--- config.mk ---
export PLATFORM = sky130hd
export DESIGN_NAME = op_token_queue
export DESIGN_NICKNAME = d
export VERILOG_FILES = /design/src/rtl/op_token_queue.sv
export SDC_FILE = /design/constraint.sdc
export NUM_CORES = 1
export LEC_CHECK = 0
export BUFFER_PORTS_ARGS = -buffer_cell sky130_fd_sc_hd__buf_2
export CORE_ASPECT_RATIO = 0.5
export CORE_MARGIN = 2
export CORE_UTILIZATION = 40
export CTS_BUF_LIST = sky130_fd_sc_hd__clkbuf_8
export DETAILED_ROUTE_END_ITERATION = 16
export MAX_ROUTING_LAYER = met4
export SYNTH_ARGS = -nofsm -noshare
export SYNTH_HDL_FRONTEND = slang
export SYNTH_SLANG_ARGS = --single-unit
--- constraint.sdc ---
create_clock -name clk -period 4.8 [get_ports clk]
set_clock_uncertainty 0.2 [all_clocks]
set_input_delay 1.2 -clock clk [delete_from_list [all_inputs] [get_ports clk]]
set_output_delay 1.2 -clock clk [all_outputs]
set_load 0.01 [all_outputs]
--- src/rtl/op_token_queue.sv ---
// op_token_queue: classifies incoming ASCII characters against a small operator
// table and queues the resulting op codes in a show-ahead FIFO for the ALU
// sequencer. Whitespace can be skipped; unknown characters raise a one-cycle
// error pulse and bump a saturating error counter.
module op_token_queue #(
    parameter int                        DATA_W     = 8,
    parameter int                        NUM_OPS    = 4,
    parameter logic [NUM_OPS*DATA_W-1:0] OP_CHARS   = {8'h2F, 8'h2A, 8'h2D, 8'h2B},
    parameter int                        CODE_W     = 8,
    parameter int                        FIFO_DEPTH = 4,
    parameter bit                        SKIP_SPACE = 1'b1
) (
    input  logic                          clk,
    input  logic                          reset,
    input  logic [DATA_W-1:0]             op,
    input  logic                          i_ready,
    output logic                          i_ack,
    output logic [CODE_W-1:0]             op_code,
    output logic                          o_ready,
    input  logic                          o_ack,
    output logic                          err,
    output logic [7:0]                    err_count,
    output logic [$clog2(FIFO_DEPTH):0]   level
);

    localparam int PTR_W = $clog2(FIFO_DEPTH);
    localparam int LVL_W = PTR_W + 1;

    logic [CODE_W-1:0] mem_q [FIFO_DEPTH];
    logic [CODE_W-1:0] mem_d [FIFO_DEPTH];
    logic [PTR_W-1:0]  wr_ptr_q, wr_ptr_d;
    logic [PTR_W-1:0]  rd_ptr_q, rd_ptr_d;
    logic [LVL_W-1:0]  level_q, level_d;
    logic              err_q, err_d;
    logic [7:0]        err_count_q, err_count_d;

    logic              match_found;
    logic [CODE_W-1:0] match_code;
    logic              is_space;
    logic              accept;
    logic              push;
    logic              pop;
    logic              unknown;

    // Handshake and output view are taken from registered state only, so a pop
    // never opens the input in the same cycle.
    assign i_ack     = (level_q != LVL_W'(FIFO_DEPTH));
    assign o_ready   = (level_q != '0);
    assign op_code   = o_ready ? mem_q[rd_ptr_q] : '0;
    assign err       = err_q;
    assign err_count = err_count_q;
    assign level     = level_q;

    // Table lookup: scanning from the top down lets the lowest matching index win.
    always_comb begin
        match_found = 1'b0;
        match_code  = '0;
        for (int i = NUM_OPS - 1; i >= 0; i--) begin
            if (op == OP_CHARS[i*DATA_W +: DATA_W]) begin
                match_found = 1'b1;
                match_code  = CODE_W'(i + 1);
            end
        end
        is_space = SKIP_SPACE && ((op == DATA_W'(8'h20)) || (op == DATA_W'(8'h09)) ||
                                  (op == DATA_W'(8'h0A)) || (op == DATA_W'(8'h0D)));
    end

    // Next-state for pointers, occupancy and error reporting.
    always_comb begin
        accept      = i_ready && i_ack;
        push        = accept && match_found;
        unknown     = accept && !match_found && !is_space;
        pop         = o_ready && o_ack;
        wr_ptr_d    = wr_ptr_q;
        rd_ptr_d    = rd_ptr_q;
        level_d     = level_q;
        err_d       = unknown;
        err_count_d = err_count_q;
        if (push) begin
            wr_ptr_d = wr_ptr_q + 1'b1;
        end
        if (pop) begin
            rd_ptr_d = rd_ptr_q + 1'b1;
        end
        case ({push, pop})
            2'b10:   level_d = level_q + 1'b1;
            2'b01:   level_d = level_q - 1'b1;
            default: level_d = level_q;
        endcase
        if (unknown && (err_count_q != 8'hFF)) begin
            err_count_d = err_count_q + 8'd1;
        end
    end

    // Storage write: only the slot at the write pointer changes on a push.
    always_comb begin
        for (int i = 0; i < FIFO_DEPTH; i++) begin
            mem_d[i] = mem_q[i];
        end
        if (push) begin
            mem_d[wr_ptr_q] = match_code;
        end
    end

    // Control state with synchronous active-low reset; reset drops queued entries.
    always_ff @(posedge clk) begin
        if (!reset) begin
            wr_ptr_q    <= '0;
            rd_ptr_q    <= '0;
            level_q     <= '0;
            err_q       <= 1'b0;
            err_count_q <= '0;
        end else begin
            wr_ptr_q    <= wr_ptr_d;
            rd_ptr_q    <= rd_ptr_d;
            level_q     <= level_d;
            err_q       <= err_d;
            err_count_q <= err_count_d;
        end
    end

    // Queue storage needs no reset: entries are only visible while level is non-zero.
    always_ff @(posedge clk) begin
        for (int i = 0; i < FIFO_DEPTH; i++) begin
            mem_q[i] <= mem_d[i];
        end
    end

endmodule
### Word-level counts from Yosys, hierarchy flattened

Memory sizes are Yosys's and may differ from the RTL's. A register that Yosys moved wholly into a read port is not among the register bits.
Cells that the tools add are included.
Widths: inputs -> output; s select.

* bits in registers: 16
* word-level logic and storage cells: 56
* memory bits (writable): 32
* memories: 1
* input bits: 12

Memories
* mem_q: words 4, bits a word 8, read ports 5, clocked after Yosys merged registers in 1, write ports 4, RTL line 29 `logic [CODE_W-1:0] mem_q [FIFO_DEPTH];`

* add/subtract/negate cells: 5
* multiplexer cells: 16
* magnitude comparators: 2
* bitwise gates (word level): 1
* reduce and logical (&&, ||, !) cells: 14
* equality and inequality tests: 12

Operators with widths (number)
* $eq 8x6->1 const B: 5
* $bwmux 32: 1
* $mux 32: 1
* $eq 8x4->1 const B: 3
* $mux 8: 3
* $demux 8 s2: 1
* $mux 3: 3
* $add 8x1->8 const B: 1
* $ne 8x8->1 const B: 1
* $logic_and 1x1->1: 7
* $pmux 3 s2: 1
* $add 2x1->2 const B: 2
* $mux 1: 4
* $mux 2: 2
* $add 3x1->3 const B: 1
* $ge 3x3->1 const B: 1
* $logic_or 1x1->1: 3
* $lt 3x1->1 const B: 1
* $ne 3x3->1 const B: 1
* $not 2->3: 1
* $reduce_bool 3->1: 1
* $sub 3x1->3 const B: 1
* $eq 2x1->1 const B: 1
* $eq 2x2->1 const B: 1
* other kinds (2): 3

### Depth between registers and ports, before layout

* word-level depth: 9
* mapped depth: 11
* gate-level depth less buffers: 11

### Worst setup path after synthesis

OpenSTA, ideal clock, no wires.

* path type: input port to flip-flop
* start point: input op[4]
* end point: register level_q[2], in the netlist level[2]
* setup slack: 1644 ps
* data arrival time: 2881 ps
* stages on the path: 10
* library setup time: 76 ps
* data required time: 4524 ps
* cells stage by stage: nor3_4 -> nand3_2 -> a211oi_4 -> inv_1 -> ha_1 -> inv_1 -> fa_1 -> xor2_1 -> or3_1 -> a21boi_0

* word-level cells in the longest chain between the ends: 8
* elaborated cells on any way between the ends: 13
* classes of those cells: eq/ne: 6; mux: 5; reduce/logical: 2

RTL lines
* from (decl): RTL line 15 `input logic [DATA_W-1:0] op,`
* $eq 8x6->1: RTL line 59 `if (op == OP_CHARS[i*DATA_W +: DATA_W]) begin`
* $mux 1 (3 in a row): RTL line 59
* $mux 1 *: RTL line 59
* $logic_and 1x1->1 *: RTL line 71 `push = accept && match_found;`
* $eq 2x1->1 / $eq 2x2->1 (equally long branches): RTL line 85 `case ({push, pop})`
* $pmux 3 s2 / $reduce_bool 2->1 (equally long branches)
* to (signal assigned): RTL line 116 `level_q <= level_d;`
* to (decl): RTL line 33 `logic [LVL_W-1:0] level_q, level_d;`

Mark *: on every way between the ends. The rest lies on a longest branch, timed or not.
A chain may end at the register's enable or synchronous reset.

### Worst setup path in the final report

Same ends and word-level chain as after synthesis.

==> flow_metrics.py <==
metrics = {
    "cells_and_area": {
        "drive_above_1_share_pct": 25.86,
        "postLayoutCellArea_um2": 1821,
        "syn2layout_area_growth_pct": 18.20,
        "finalNetCount": 192,
        "n_antenna_cell": 0,
    },
    "setup_path": {
        "ff2ff_path_depth": 11,
        "crit_type": "input port to register",
        "cp-start-kind": "input port",
        "crit_chain": "buf_2, nor3_4, nand3_2, a211oi_4, inv_1, ha_1, inv_1, fa_1, xor2_1, or3_1, a21boi_0",
        "worstPathMaxFanout": 7,
        "timing.critical_path.buf_inv": 3,
        "regToRegStartpoint": "level[1]",
        "critPathTopFamily": "simple AND/OR/NAND/NOR gates",
        "cp_slowest_stage_delay_ns": 0.30,
        "endpoint_kind": "register",
        "rrSetupSlack_ns": 2.35,
        "crit_top_cell": "inv_1",
        "reg2reg_to": "level[2]",
        "crit_required_ns": 4.79,
        "crit_slowest_cell": "nor3_4",
        "worstPathArrival_ns": 3.15,
        "worst-path-stages": 11,
    },
    "hold_path": {
        "min_to": "err_count[5]",
        "hold_start": "err_count[5]",
        "worstHoldPathCells": 2,
        "holdCritPathClass": "register to register",
    },
    "routing": {
        "totalWireLength_um": 2533,
        "drt_iter0_markers": 28,
        "wl_per_cell_um": 11.26,
        "antenna_left": 0,
        "vias": 1058,
        "viasPerCell": 4.702,
        "drc_errors": 0,
        "drt_first_pass_iters": 4,
    },
    "placed_design": {
        "place_area_um2": 1714,
        "globalplace.congestion": 0.8078,
        "place_hpwl_um": 1912,
        "io_buffers": 28,
    },
    "timing": {
        "fin_crit_ns": 3.156,
        "grt_setup_unrepaired": "false",
        "setup_viol": 0,
        "fmax_mhz": 316.9,
        "hold_viol": 0,
        "setup_tns_ns": 0,
        "hold_ws_ns": 0.3150,
        "fin_crit_sh_pct": 65.74,
        "drv_slew": 0,
    },
    "clock_network": {
        "cts_sinks": 30,
        "cts_hold_buf": 0,
        "postCtsSetupRepairBufs": 0,
        "h-tree-depth": 2,
        "cts_buffers": 5,
        "cts_resized": 0,
        "clockBufferDepth": 2,
        "clk-insertion-delay-late_ns": 0.27,
        "path_clk_slew_ns": 0.06,
        "cts_tree": "yes",
        "clock_tree.root_cell": "clkbuf_8",
    },
    "floorplan": {
        "io_pins": 34,
        "die_area_um2": 4393,
        "design.core.area_um2": 3566,
        "fp-row-count": 15,
        "die_w_um": 91.76,
        "initial_utilization_pct": 43.19,
        "die_y_um": 47.88,
    },
    "grt": {
        "grt_overflow_total": 0,
        "grt_pass1_vias": 897,
        "antenna_found_initial": 0,
        "track_usage_pct": 13.02,
        "grt_pass1_wl_um": 4091,
        "grt_max_degree": 22,
    },
    "pwr": {
        "peakVddDrop_mv": 0.2636,
        "p_leak_nw": 0.7224,
        "powerDensity_nw_per_um2": 298.0,
    },
    "yosys": {
        "syn_area_um2": 1540,
        "seq_area_frac_synth_pct": 46.79,
        "synthCells": 141,
        "yosys_register_bits": 30,
        "synth_warnings": 0,
        "yosysUniqueCellTypes": 36,
        "syn_area_per_cell_um2": 10.92,
    },
    "outcome": {
        "status": "finished, final reports clean",
    },
    "flow_run": {
        "drv_cap": 0,
    },
}
-- worst min-delay path: cells and delay by family (launching register included) --
kind             cells  cell delay [ns]
flip-flops           1             0.34
AND/OR/NAND/NOR      1             0.07
multiplexers         1             0.06
-- layout make-up --
| class | instances | area, µm² |
|---|---|---|
| fill | 352 | 1745 |
| clock buffer | 5 | 68.82 |
| sequential | 30 | 720.7 |
| tap | 51 | 63.81 |
| timing repair buffer | 28 | 140.1 |
| clock inverter | 3 | 37.54 |
| inverter | 7 | 26.28 |
| multi-input combinational | 101 | 763.2 |
-- power breakdown --
| group | total [W] | internal, W | switching (W) |
|---|---|---|---|
| Combinational | 0.0000366 | 0.0000154 | 0.0000211 |
| Sequential | 0.000269 | 0.000266 | 0.00000326 |
| Clock | 0.000237 | 0.000151 | 0.0000859 |
-- stage by stage --
| stage | utilization (%) | setup slack (ns) | instances | power, W |
|---|---|---|---|---|
| after global placement | 48.07 | 1.423 | 217 | 0.0003113 |
| after CTS | 51.05 | 1.639 | 225 | 0.0005473 |
| after global routing | 51.05 | 1.495 | 225 | 0.0005670 |
| after detailed placement | 48.07 | 1.357 | 217 | 0.0003115 |
| after floorplan | - | 1.644 | 145 | 0.0003007 |
| final | 51.05 | 1.644 | 225 | 0.0005426 |
-- worst max-delay path by stage --
stage           from       end  slack, ns
2_1_floorplan  op[4]  level[2]       1.64
3_3_place_gp   op[4]  level[2]       1.42
3_5_place_dp   op[4]  level[2]       1.36
4_1_cts        op[4]  level[2]       1.64
5_1_grt        op[4]  level[2]       1.49
6_report       op[4]  level[2]       1.64
-- synthesized netlist by cell type --
| master | instances | area, µm² |
|---|---|---|
| a211oi_4 | 1 | 20.02 |
| a21boi_0 | 1 | 7.510 |
| a21oi_1 | 4 | 20.02 |
| a21oi_2 | 1 | 8.760 |
| a21oi_4 | 1 | 16.27 |
| a31o_4 | 1 | 17.52 |
| a41o_1 | 1 | 10.01 |
| and2_1 | 14 | 87.58 |
| and3_4 | 1 | 11.26 |
| and3b_1 | 2 | 17.52 |
| buf_4 | 5 | 37.54 |
| clkbuf_1 | 2 | 7.510 |
| conb_1 | 1 | 3.750 |
| dfxtp_1 | 18 | 360.4 |
| edfxtp_1 | 12 | 360.4 |
| fa_1 | 1 | 20.02 |
| ha_1 | 6 | 75.07 |
| inv_1 | 7 | 26.28 |
| mux2i_1 | 5 | 50.05 |
| mux4_2 | 3 | 67.56 |
| nand2_1 | 11 | 41.29 |
| nand2b_1 | 4 | 25.02 |
| nand2b_2 | 1 | 8.760 |
| nand3_1 | 5 | 25.02 |
| nand3_2 | 1 | 10.01 |
| nand3b_1 | 1 | 7.510 |
| nand4_1 | 5 | 31.28 |
| nand4b_1 | 1 | 8.760 |
| nor2_1 | 9 | 33.78 |
| nor2b_1 | 4 | 25.02 |
| nor3_4 | 1 | 16.27 |
| o211ai_1 | 1 | 7.510 |
| o21ai_0 | 2 | 10.01 |
| or3_1 | 2 | 12.51 |
| xnor2_1 | 4 | 35.03 |
| xor2_1 | 2 | 17.52 |
-- layer usage --
metal	share of wire (%)	wire (µm)	up-vias	GRT usage, %
met3	6.1	155	2	5.354
met5	0	0	-	-
met1	48	1215	491	15.53
met4	0.36	9	0	4.478
li1	-	-	540	-
met2	45	1152	25	20.59
-- cell usage in the layout, fill, tap and decap left out, types with 3 or more instances in the layout --
cell	count
buf_2	28
dfxtp_1	18
and2_1	14
edfxtp_1	12
nand2_1	11
nor2_1	9
inv_1	8
ha_1	6
nand3_1	5
nand4_1	5
mux2i_1	5
conb_1	5
clkbuf_8	5
a21oi_1	4
nand2b_1	4
nor2b_1	4
xnor2_1	4
mux4_2	3
-- flip-flops by register name (all words and copies together), names as in the netlist, named ones only --
signal and cells:
mem_q 12, wr_ptr_q 2, level 3, err 1, err_count 8, rd_ptr_q 2
-- logic make-up (layout without fill, tap and decap cells) --
kind of cell	after synthesis	in the layout	share of synthesized area, %
adder cells (fa/ha/maj)	7	7	6.174
other	1	5	0.2435
flip-flops	30	30	46.79
buffers and inverters	14	43	4.631
AO/OA/AOI/OAI	13	13	7.637
XOR/XNOR	6	6	3.412
AND/OR/NAND/NOR	62	62	23.48
multiplexers	8	8	7.636
No activity file was read; power rests on OpenSTA's default activity.
